**src/rtl/moving_average_peak_detector_pkg.sv**
```systemverilog
// Shared types and constants for the moving-average peak detector.
package moving_average_peak_detector_pkg;

  localparam int SIZE_DATA      = 16;
  localparam int SIZE_TIMESTAMP = 32;
  localparam int SIZE_HOLDOFF   = 8;
  localparam int SIZE_WIDTH     = 16;

  typedef enum logic [1:0] {
    PD_IDLE    = 2'd0,
    PD_TRACK   = 2'd1,
    PD_HOLDOFF = 2'd2
  } peak_state_t;

  // One detected pulse: maximum, timestamp of its first occurrence, width in samples.
  typedef struct packed {
    logic signed [SIZE_DATA-1:0]      data;
    logic        [SIZE_TIMESTAMP-1:0] timestamp;
    logic        [SIZE_WIDTH-1:0]     width;
  } peak_result_t;

  // Width counter increment that sticks at all-ones instead of wrapping.
  function automatic logic [SIZE_WIDTH-1:0] sat_inc_width(input logic [SIZE_WIDTH-1:0] w);
    logic [SIZE_WIDTH-1:0] r;
    if (w == {SIZE_WIDTH{1'b1}}) begin
      r = w;
    end else begin
      r = w + {{(SIZE_WIDTH-1){1'b0}}, 1'b1};
    end
    return r;
  endfunction

endpackage

```
**src/rtl/moving_average_peak_detector_result_reg.sv**
```systemverilog
// Single-entry result holding register with valid/ready handshake.
// A new result is only accepted when the slot is empty or being emptied in
// the same cycle; otherwise it is dropped and the sticky overflow flag is set.
module peak_result_reg
  import moving_average_peak_detector_pkg::*;
(
  input  logic         clk,
  input  logic         reset,
  input  logic         load,
  input  peak_result_t load_result,
  input  logic         ready,
  input  logic         clear_overflow,
  output logic         valid,
  output peak_result_t result,
  output logic         overflow
);

  logic         accept_s;
  logic         valid_r;
  peak_result_t result_r;
  logic         overflow_r;

  assign accept_s = (~valid_r) | ready;

  // Result slot: load on accepted emit, release on handshake, otherwise hold.
  always_ff @(posedge clk or posedge reset) begin
    if (reset) begin
      valid_r  <= 1'b0;
      result_r <= '0;
    end else if (load && accept_s) begin
      valid_r  <= 1'b1;
      result_r <= load_result;
    end else if (valid_r && ready) begin
      valid_r  <= 1'b0;
    end
  end

  // Sticky overflow: a drop sets it and wins over a simultaneous clear.
  always_ff @(posedge clk or posedge reset) begin
    if (reset) begin
      overflow_r <= 1'b0;
    end else if (load && !accept_s) begin
      overflow_r <= 1'b1;
    end else if (clear_overflow) begin
      overflow_r <= 1'b0;
    end
  end

  assign valid    = valid_r;
  assign result   = result_r;
  assign overflow = overflow_r;

endmodule

```
**src/rtl/moving_average_peak_detector.sv**
```systemverilog
// Pulse detector with hysteresis and hold-off on a smoothed sample stream.
// Tracks the maximum of each pulse, its timestamp and width, and hands the
// result to a single-entry valid/ready output register.
module moving_average_peak_detector
  import moving_average_peak_detector_pkg::*;
(
  input  logic                             clk,
  input  logic                             reset,
  input  logic signed [SIZE_DATA-1:0]      input_data,
  input  logic                             input_valid,
  input  logic signed [SIZE_DATA-1:0]      threshold_high,
  input  logic signed [SIZE_DATA-1:0]      threshold_low,
  input  logic        [SIZE_HOLDOFF-1:0]   holdoff,
  output logic                             peak_valid,
  input  logic                             peak_ready,
  output logic signed [SIZE_DATA-1:0]      peak_data,
  output logic        [SIZE_TIMESTAMP-1:0] peak_time,
  output logic        [SIZE_WIDTH-1:0]     peak_width,
  output logic                             overflow,
  input  logic                             clear_overflow
);

  peak_state_t                      state_r,   state_next;
  logic signed [SIZE_DATA-1:0]      max_r,     max_next;
  logic        [SIZE_TIMESTAMP-1:0] ts_r,      ts_next;
  logic        [SIZE_WIDTH-1:0]     width_r,   width_next;
  logic        [SIZE_HOLDOFF-1:0]   hold_r,    hold_next;
  logic        [SIZE_TIMESTAMP-1:0] sample_count_r;
  logic                             emit_s;
  peak_result_t                     emit_result_s;
  peak_result_t                     out_result_s;

  // State register for the detection FSM.
  always_ff @(posedge clk or posedge reset) begin
    if (reset) begin
      state_r <= PD_IDLE;
    end else begin
      state_r <= state_next;
    end
  end

  // Tracker and hold-off registers; reset discards any pulse in progress.
  always_ff @(posedge clk or posedge reset) begin
    if (reset) begin
      max_r   <= '0;
      ts_r    <= '0;
      width_r <= '0;
      hold_r  <= '0;
    end else begin
      max_r   <= max_next;
      ts_r    <= ts_next;
      width_r <= width_next;
      hold_r  <= hold_next;
    end
  end

  // Free-running sample counter, advanced by every valid sample in any state.
  always_ff @(posedge clk or posedge reset) begin
    if (reset) begin
      sample_count_r <= '0;
    end else if (input_valid) begin
      sample_count_r <= sample_count_r + 32'd1;
    end
  end

  // Next-state and tracker update; nothing moves without a valid sample.
  always_comb begin
    state_next = state_r;
    max_next   = max_r;
    ts_next    = ts_r;
    width_next = width_r;
    hold_next  = hold_r;
    emit_s     = 1'b0;
    if (input_valid) begin
      case (state_r)
        PD_IDLE: begin
          if (input_data > threshold_high) begin
            state_next = PD_TRACK;
            max_next   = input_data;
            ts_next    = sample_count_r;
            width_next = 16'd1;
          end else begin
            state_next = PD_IDLE;
          end
        end
        PD_TRACK: begin
          if (input_data >= threshold_low) begin
            width_next = sat_inc_width(width_r);
            if (input_data > max_r) begin
              max_next = input_data;
              ts_next  = sample_count_r;
            end else begin
              max_next = max_r;
            end
          end else begin
            // Terminating sample: it is not part of the pulse width.
            emit_s = 1'b1;
            if (holdoff == 8'd0) begin
              state_next = PD_IDLE;
            end else begin
              state_next = PD_HOLDOFF;
              hold_next  = holdoff;
            end
          end
        end
        PD_HOLDOFF: begin
          // The sample taking the counter to zero is still ignored.
          if (hold_r <= 8'd1) begin
            hold_next  = 8'd0;
            state_next = PD_IDLE;
          end else begin
            hold_next  = hold_r - 8'd1;
            state_next = PD_HOLDOFF;
          end
        end
        default: begin
          state_next = PD_IDLE;
        end
      endcase
    end else begin
      state_next = state_r;
    end
  end

  assign emit_result_s.data      = max_r;
  assign emit_result_s.timestamp = ts_r;
  assign emit_result_s.width     = width_r;

  peak_result_reg u_result_reg (
    .clk            (clk),
    .reset          (reset),
    .load           (emit_s),
    .load_result    (emit_result_s),
    .ready          (peak_ready),
    .clear_overflow (clear_overflow),
    .valid          (peak_valid),
    .result         (out_result_s),
    .overflow       (overflow)
  );

  assign peak_data  = out_result_s.data;
  assign peak_time  = out_result_s.timestamp;
  assign peak_width = out_result_s.width;

endmodule

```
**config.mk**
```make
export PLATFORM = sky130hd
export DESIGN_NAME = moving_average_peak_detector
export DESIGN_NICKNAME = d
export VERILOG_FILES = /design/src/rtl/moving_average_peak_detector_pkg.sv /design/src/rtl/moving_average_peak_detector_result_reg.sv /design/src/rtl/moving_average_peak_detector.sv
export SDC_FILE = /design/constraint.sdc
export NUM_CORES = 1
export LEC_CHECK = 0
export CORE_MARGIN = 2
export CORE_UTILIZATION = 38
export CTS_CLUSTER_SIZE = 20
export DETAILED_ROUTE_END_ITERATION = 7
export GPL_TIMING_DRIVEN = 0
export MAX_ROUTING_LAYER = met4
export PLACE_DENSITY = 0.59
export SYNTH_ARGS = -nofsm -noshare
export SYNTH_HDL_FRONTEND = slang
export SYNTH_HIERARCHICAL = 1
export SYNTH_SLANG_ARGS = --single-unit
```
**constraint.sdc**
```tcl
create_clock -name clk -period 3.94 [get_ports clk]
set_clock_uncertainty 0.2 [all_clocks]
set_input_delay 0.788 -clock clk [delete_from_list [all_inputs] [get_ports clk]]
set_output_delay 0.788 -clock clk [all_outputs]
set_load 0.02 [all_outputs]
```
Yosys cells after proc, flatten, opt, wreduce, memory -nomap -nowiden
Cells that the tools add are included.
{"block": "word_totals", "regBits": 172, "elab_cells": 71}
{"block": "op_classes", "bitwise": 2, "mux": 28, "addsub": 3, "reduce_logical": 14, "n_lt_le_gt_ge": 4, "eq_ne": 9}
{"cell": "16-bit 2-to-1 mux", "n": 6}
{"cell": "32-bit 2-to-1 mux", "n": 3}
{"cell": "16-bit one-hot mux with 2 select lines", "n": 2}
{"cell": "32-bit one-hot mux with 2 select lines", "n": 1}
{"cell": "32-bit by 1-bit adder with 32-bit output, second input constant", "n": 1}
{"cell": "16-bit > comparator", "n": 2}
{"cell": "8-bit 2-to-1 mux", "n": 3}
{"cell": "16-bit by 1-bit adder with 16-bit output, second input constant", "n": 1}
{"cell": "16-bit equality test, second input constant", "n": 1}
{"cell": "16-bit greater-or-equal comparator", "n": 1}
{"cell": "8-bit one-hot mux with 2 select lines", "n": 1}
{"cell": "2-bit inequality test, second input constant", "n": 6}
{"cell": "5-bit AND reduction", "n": 2}
{"cell": "8-bit by 1-bit <= comparator with 1-bit output, second input constant", "n": 1}
{"cell": "8-bit logical NOT", "n": 1}
{"cell": "1-bit 2-to-1 mux", "n": 8}
{"cell": "2-bit nonzero test", "n": 4}
{"cell": "8-bit by 1-bit subtractor with 8-bit output, second input constant", "n": 1}
{"cell": "2-bit 2-to-1 mux", "n": 3}
{"cell": "2-bit one-hot mux with 3 select lines", "n": 1}
{"cell": "4-bit AND reduction", "n": 1}
{"cell": "1-bit logical AND", "n": 3}
{"cell": "2-bit by 1-bit equality test with 1-bit output, second input constant", "n": 1}
{"cell": "2-bit equality test, second input constant", "n": 1}
{"cell": "other kinds (5)", "n": 5}

Longest topological paths before layout
{"block": "logic_depth", "depth_word": 6, "ltp_mapped": 12, "depth_no_buf": 11}

By module
The synthesis kept the hierarchy.
{"module": "moving_average_peak_detector", "instances": 1, "cells_per_inst": 590, "area_per_inst_um2": 6083.3, "seq_area_each_um2": 2652.5}
{"module": "peak_result_reg", "instances": 1, "cells_per_inst": 143, "area_per_inst_um2": 2711.4, "seq_area_each_um2": 1651.6}

Worst setup path before layout
OpenSTA, ideal clock, no wires.
{"block": "synth_timing", "path_kind": "input port to flip-flop", "startpoint": "input port threshold_low[5]", "endpoint": "register ts_r[0]", "path_slack_ns": 0.461, "required_time_ns": 3.613, "cell_stages": 11, "arrival_time_ns": 3.151, "cell_sequence": "inv_1 -> ha_1 -> a21oi_1 -> o21ai_1 -> a211o_1 -> or3_4 -> a31o_4 -> a211oi_4 -> buf_6 -> buf_6 -> mux2_1"}
{"block": "synth_between", "elab_chain_len": 3}
{"item": "from (decl)", "line": "moving_average_peak_detector.sv:12", "source": "input logic signed [SIZE_DATA-1:0] threshold_low,"}
{"item": "16-bit greater-or-equal comparator", "line": "moving_average_peak_detector.sv:87", "source": "if (input_data >= threshold_low) begin"}
{"item": "2-bit inequality test (no source line)"}
{"item": "5-bit AND reduction (no source line)"}
{"item": "to (signal assigned)", "line": "moving_average_peak_detector.sv:51", "source": "ts_r <= ts_next;"}
{"item": "to (decl)", "line": "moving_average_peak_detector.sv:25", "source": "logic [SIZE_TIMESTAMP-1:0] ts_r, ts_next;"}
No other way between the ends.
A chain may end at the register's enable or synchronous reset.

Final worst setup path
{"block": "layout_timing", "startpoint": "input port input_data[14]", "endpoint": "register ts_r[2]"}
{"block": "layout_between", "elab_chain_len": 3, "elab_cells_between_ends": 7, "cone_classes": "3 x order compare; 3 x eq/ne; 1 x reduce/logical"}
{"item": "from (decl)", "line": "moving_average_peak_detector.sv:9", "source": "input logic signed [SIZE_DATA-1:0] input_data,"}
{"item": "16-bit > comparator, or another cell as far along", "line": "moving_average_peak_detector.sv:89", "source": "if (input_data > max_r) begin"}
{"item": "2-bit inequality test (no source line)"}
{"item": "5-bit AND reduction (no source line) (*)"}
Every way passes the cells marked *; elsewhere a longest branch is shown, timed or not.

==> key figures <==
Status
  • Outcome: completed

Power and ir drop
  • Leakage: between 5 and 6 nW
  • Cell internal pwr: 0.00414 W
  • Clock Power Share: about 28%
  • Total power: 0.00615 W
  • Max VDD drop: between 0.3 and 0.4 mV
  • Power share of the combinational group: 32.7%
  • Switching power total: 0.00201 W
  • PwrDens: 554 nW/um^2
  • Reg power frac: 39.6%
  • Switching Share: 32.7%

Logic synthesis
  • Synthesis warning total: 6
  • Mapped Area: between 8000 and 9000 sq um
  • Most common cell in the netlist: dfrtp_1
  • Register area share after synthesis: 48.9%
  • Mean Syn Cell Area: 12.0 sq um
  • Top_reg_cell synth: dfrtp_1
  • Post-synth top area share: 48.9%
  • Cells after Synth: ~730
  • Post-synth cell types: 59
  • Yosys reg bits: around 170
  • Top cells by count, synth: dfrtp_1, inv_1, mux2_4
  • Leading post-synthesis cells by cell area: dfrtp_1, mux2_4, ha_1, mux2_2, inv_1
  • Fraction of registers with async set/reset: between 90% and 100%
  • Post-synth top area cell: dfrtp_1
  • EDFF count, synth: 0
  • Syn Nets: around 850

GRT
  • Vias in the first global route: 6214
  • First-pass GRT wire length: 33.4 mm
  • Largest net degree at the start of global routing: 89
  • Gr ovfl total: 0
  • Initial antenna violation count: 0
  • GRT Util Overall: between 10% and 20%

Routing
  • Routed vias/inst: 5.11
  • Avg WL per Cell: 17.1 um
  • 1st-pass router iterations: 4
  • DRC errors left: 0
  • Antenna viol nets, final: 0
  • Drt initial violations: 159
  • Via Count: 6017
  • Drt total wl: about 20 mm

Clock network
  • Clk sink count: 172
  • Hold_buf cts: 0
  • Clock tree buffer depth: 2
  • Clk root buf: clkbuf_16
  • CTS Buf Count: 17
  • CTS tree: yes
  • CTS clk-pin slew, worst paths: 0.06 ns
  • Clock Latency Late Sink: 0.42 ns
  • H-tree Lvls: 4

Worst setup path
  • Worst path arrival time: 3.89 ns
  • Crit Path Category: in2reg
  • Critical Path RT: 4.03 ns
  • CP max stage cell: clkdlybuf4s50_1
  • Most frequent CP cell: buf_6
  • CP cell instances: clkdlybuf4s50_1, ha_1, nand4_1, nor2_1, a211o_1, or3_4, a31o_4, a211oi_4, buf_6, buf_6, mux2_1
  • Top delay family on crit path: buffers and inverters
  • Number of buffers and inverters on the critical path: 3
  • CP Max Fanout: 10
  • CP Capture Type: flop
  • Max incr delay on CP: roughly 0.54 ns
  • Startpoint types: input pin

Die
  • Rows: 55
  • Die Width: 156 um
  • Total die area: roughly 24000 sq um
  • Initial Util: about two fifths
  • Die height: roughly 160 um
  • Core box area: ~23000 sq um
  • I/O pins: 127

Place
  • Port Buf Inserts: 126
  • Dpl ws: -0.501 ns
  • Area post-placement: 10500 sq um
  • RePlAce Congestion: about 0.86
  • Placed Cells: roughly 1100
  • Final HPWL DP: 14.7 mm

STA
  • Final WS setup: 0.145 ns
  • Max Fclk: 263 MHz
  • Crit path time final: 3.80 ns
  • Final-report max-slew violation count: 0
  • Setup Viol. Count Final: 0
  • Final worst path period share: 96.3%
  • Worst-Margin Slew: 0.531 ns
  • Final hold violation count: 0
  • Slew Limit Headroom: 64.2%
  • RSZ-0062 raised after global routing: false

Final layout
  • P&R area growth vs syn: 26.3%
  • Post-route non-filler standard cell count: 1177
  • Register Area: 4300 sq um
  • Final Cell Area: 11100 sq um
  • Area of the multi-input gates: 4110 sq um
  • Number of fill cells: 2070
  • Nets: 993
  • ANT cells: 0
  • Layout cell share with drive strength beyond 1: about 17%

Job
  • Max_cap viols: 0

Min path
  • Hold Crit Class: reg2reg
[final cells by class]
class,instances,area share [%]
buffer,23,1.53
clock buffer,20,4.20
clock inverter,11,1.20
inverter,64,2.23
multi-input combinational,473,37.0
sequential,172,38.7
tap,285,3.21
timing repair buffer,129,11.9
[worst reg2reg max path: cells and delay by family (launching register included)]
kind	cells	cell delay [ns]
flops	1	0.36
mux	2	0.76
simple gates	1	0.28
fa+ha+maj	1	0.30
compound gates	4	0.76
buf+inv	3	0.44
[state kept, by name (all words and copies together) (netlist names)]
register / count
hold_r: 8
state_r: 2
width_r: 16
max_r: 16
ts_r: 32
u_result_reg/result: 64
sample_count_r: 32
u_result_reg/overflow: 1
u_result_reg/valid: 1
[cell families (layout without fill, tap and decap cells)]
family | after synthesis | in the layout | synth area share (%)
adder cells (fa/ha/maj) | 52 | 52 | 7.40
buffers and inverters | 88 | 247 | 4.71
AND/OR/NAND/NOR | 168 | 168 | 10.0
AO/OA/AOI/OAI | 106 | 106 | 8.45
multiplexers | 115 | 115 | 17.3
flip-flops | 172 | 172 | 48.9
XOR/XNOR | 32 | 32 | 3.19
[through the flow]
step	hold slack (ns)	utilization [%]	TNS [ns]
after CTS	0.273	48.9	0
after global placement	0.261	45.9	-246.91
final	0.267	48.9	0
after detailed placement	0.260	46.1	-40.80
after floorplan	0.239	-	0
after global routing	0.292	48.9	0
[what timing repair did]
item | CTS | global route
buffers inserted | 1 | 0
resized for setup | 5 | 0
setup endpoints to repair | 20 | 40
pin swaps | 1 | 2
[path summary, 6_finish.rpt]
| check | to | slack [ns] | cells after the start | start |
|---|---|---|---|---|
| worst max register to register | ts_r[2] | 0.73 | 11 | max_r[5] |
| min in group asynchronous | width_r[10] | 0.56 | 2 | reset |
| worst min register to register | sample_count_r[31] | 0.27 | 1 | sample_count_r[31] |
| worst max-delay path | ts_r[2] | 0.14 | 11 | input_data[14] |
| worst min-delay path | sample_count_r[31] | 0.27 | 1 | sample_count_r[31] |
| max in group asynchronous | sample_count_r[16] | 2.29 | 3 | reset |
[power by group through the flow]
stage	registers, W	clock network [W]	logic, W
after CTS	0.00244	0.00176	0.00204
final	0.00244	0.00170	0.00201
after global routing	0.00249	0.00183	0.00222
after detailed placement	0.00247	0	0.00202
after floorplan	0.00257	0	0.00116
after global placement	0.00246	0	0.00198
[per-layer routing]
metal,up-vias,wire length (um),track usage [%]
met5,-,0,-
met4,0,286,5.24
met3,21,622,3.00
met2,118,9540,28.2
met1,2940,9660,24.4
li1,2938,-,-
[placed cells by master (no fill, tap or decap), types with 3 or more instances in the layout]
cell / n
inv_6: 3
nand3_1: 22
a22o_1: 10
mux2_1: 20
buf_6: 10
clkbuf_1: 7
o41ai_1: 7
clkinvlp_4: 3
and4_1: 5
xnor2_1: 24
and3_1: 8
o31ai_1: 12
nor3_1: 14
o21ai_0: 15
clkbuf_8: 3
inv_1: 62
a21oi_1: 30
or2_2: 3
o22a_1: 5
a41oi_1: 4
nor2b_1: 3
mux2_2: 34
or3_1: 3
nor4_1: 7
nand2_1: 42
ha_1: 51
xor2_1: 8
mux2_4: 60
buf_4: 3
clkdlybuf4s50_1: 125
dfrtp_1: 172
buf_1: 3
clkbuf_16: 17
nor2_1: 23
a31oi_1: 3
nand4_1: 22
Power figures use the tool's default switching activity.
==> RTL change: new RTL, config.mk and constraints unchanged <==
Add an input register stage for `threshold_high` and `threshold_low`, without a reset; this delays them by one clock. The other inputs are not delayed to match.
--- a/src/rtl/moving_average_peak_detector.sv
+++ b/src/rtl/moving_average_peak_detector.sv
@@ -20,4 +20,12 @@
   input  logic                             clear_overflow
 );
+
+  logic signed [SIZE_DATA-1:0] threshold_high_q;
+  logic signed [SIZE_DATA-1:0] threshold_low_q;
+
+  always_ff @(posedge clk) begin
+    threshold_high_q <= threshold_high;
+    threshold_low_q  <= threshold_low;
+  end
 
   peak_state_t                      state_r,   state_next;
@@ -75,5 +83,5 @@
       case (state_r)
         PD_IDLE: begin
-          if (input_data > threshold_high) begin
+          if (input_data > threshold_high_q) begin
             state_next = PD_TRACK;
             max_next   = input_data;
@@ -85,5 +93,5 @@
         end
         PD_TRACK: begin
-          if (input_data >= threshold_low) begin
+          if (input_data >= threshold_low_q) begin
             width_next = sat_inc_width(width_r);
             if (input_data > max_r) begin
Check against the original RTL: not equivalent (a bounded check fails within 4 cycles, from zero or initial values and one cycle with reset high).
==> RTL change against the original RTL <==
Sequential cell count grew 32; setup slack better by 62 ps; total power increased by 18%; area after synthesis rose by 7.9%; critical path depth is the same; largest cell class unchanged; cell area up 8.5%; fmax up 1.7%; routed wire length shrank 2.0%; critical endpoint is now u_result_reg/result[43]$_DFFE_PP0P_.
==> RTL change: results (changes against the original RTL) <==
The run finished with clean final reports. The met2 wire length is 8760 µm (-8.2%). The number of H-tree branching levels is 1 (-3). The top fanout value on the critical path came out at 11 (+1).

The overall routed net length is 19700 µm (-2.0%). The placement-stage worst setup slack is -746 ps (-245 ps). The estimated wirelength of the detail-placed design is 14200 µm (-3.5%). The share of cell area taken by muxes after synthesis is 0.167 (-0.00585). The global-route wire length before repair came to 32200 µm (-3.4%).

Sorting the synthesized cells by area gives the leading types as dfrtp_1 45%, mux2_4 13%, ha_1 6.9%, dfxtp_1 6.8%, mux2_2 3.9%. The number of DRC markers after the initial detailed-route iteration came out at 243 (+53%). The hold slack is 277 ps (+10.0 ps). The worst register-to-register path begins at threshold_low_q[15]$_DFF_P_. The number of vias per cell is 4.92 (-3.7%).

The arrival time at the worst endpoint is 3910 ps (+20 ps). The largest net degree at the start of global routing came out at 67 (-25%). The share of cells above drive strength 1 is 0.201 (+0.0273). The end point of the critical path is u_result_reg/result[43]$_DFFE_PP0P_.

The met3 global-route usage is 0.0286 (-0.00140). The number of buffers created by CTS came out at 23 (+6). The xor/xnor cell area share of the yosys netlist came out at 0.0286 (-0.00324).

The area of placed instances was 11200 µm² (+7.0%). The net count reported at finish came to 1021 (+2.8%). The mean instance size in the synthesized netlist came out at 12.6 µm² (+5.1%).

The global-route met2 utilization came to 0.241 (-0.0413). The count of distinct cell types in the synthesized netlist came out at 68 (+15%). The clock latency of the later-clocked register in the worst-skew pair is 510 ps (+90 ps).

The peak ir drop on the vdd network is 292 µV (-19%). The total track usage is 0.157 (-0.0242). The adder and majority cell fraction of the synthesized area was 0.0686 (-0.00539). The via count of the first global-routing pass is 6102 (-1.8%). The static leakage is 0.00574 µW (+8.7%).

The routed metal-1 wirelength is 9670 µm (+0.19%). The final weighted congestion of routability-driven global placement is 0.762 (-11%). In the synthesized netlist, the cells that appear most often are 172 x dfrtp_1, 80 x mux2_4, 68 x inv_1.
==> RTL change: power breakdown <==
group / total (µW) / switching [µW] / internal (µW)
combinational: 2230 / 1050 / 1180
clock: 2230 / 848 / 1390
sequential: 2810 / 314 / 2500
==> RTL change: cell type report <==
type	instances	area share
multi-input combinational	460	0.343
tap	324	0.0336
inverter	68	0.0216
sequential	204	0.410
clock buffer	33	0.0558
timing repair buffer	132	0.112
buffer	19	0.0134
clock inverter	9	0.0106
==> RTL change: what timing repair did <==
action	CTS	global route
cloned	0	0
gates resized for setup	2	1
pin swaps	0	1
buffers inserted	0	4
hold endpoints to repair	0	0
hold buffers	0	0
setup endpoints to repair	61	60
==> RTL change: cell families after synthesis <==
| logic type | Yosys count |
|---|---|
| simple gates | 156 |
| xor+xnor | 31 |
| mux | 114 |
| buf+inv | 88 |
| fa+ha+maj | 52 |
| flops | 204 |
| compound gates | 107 |
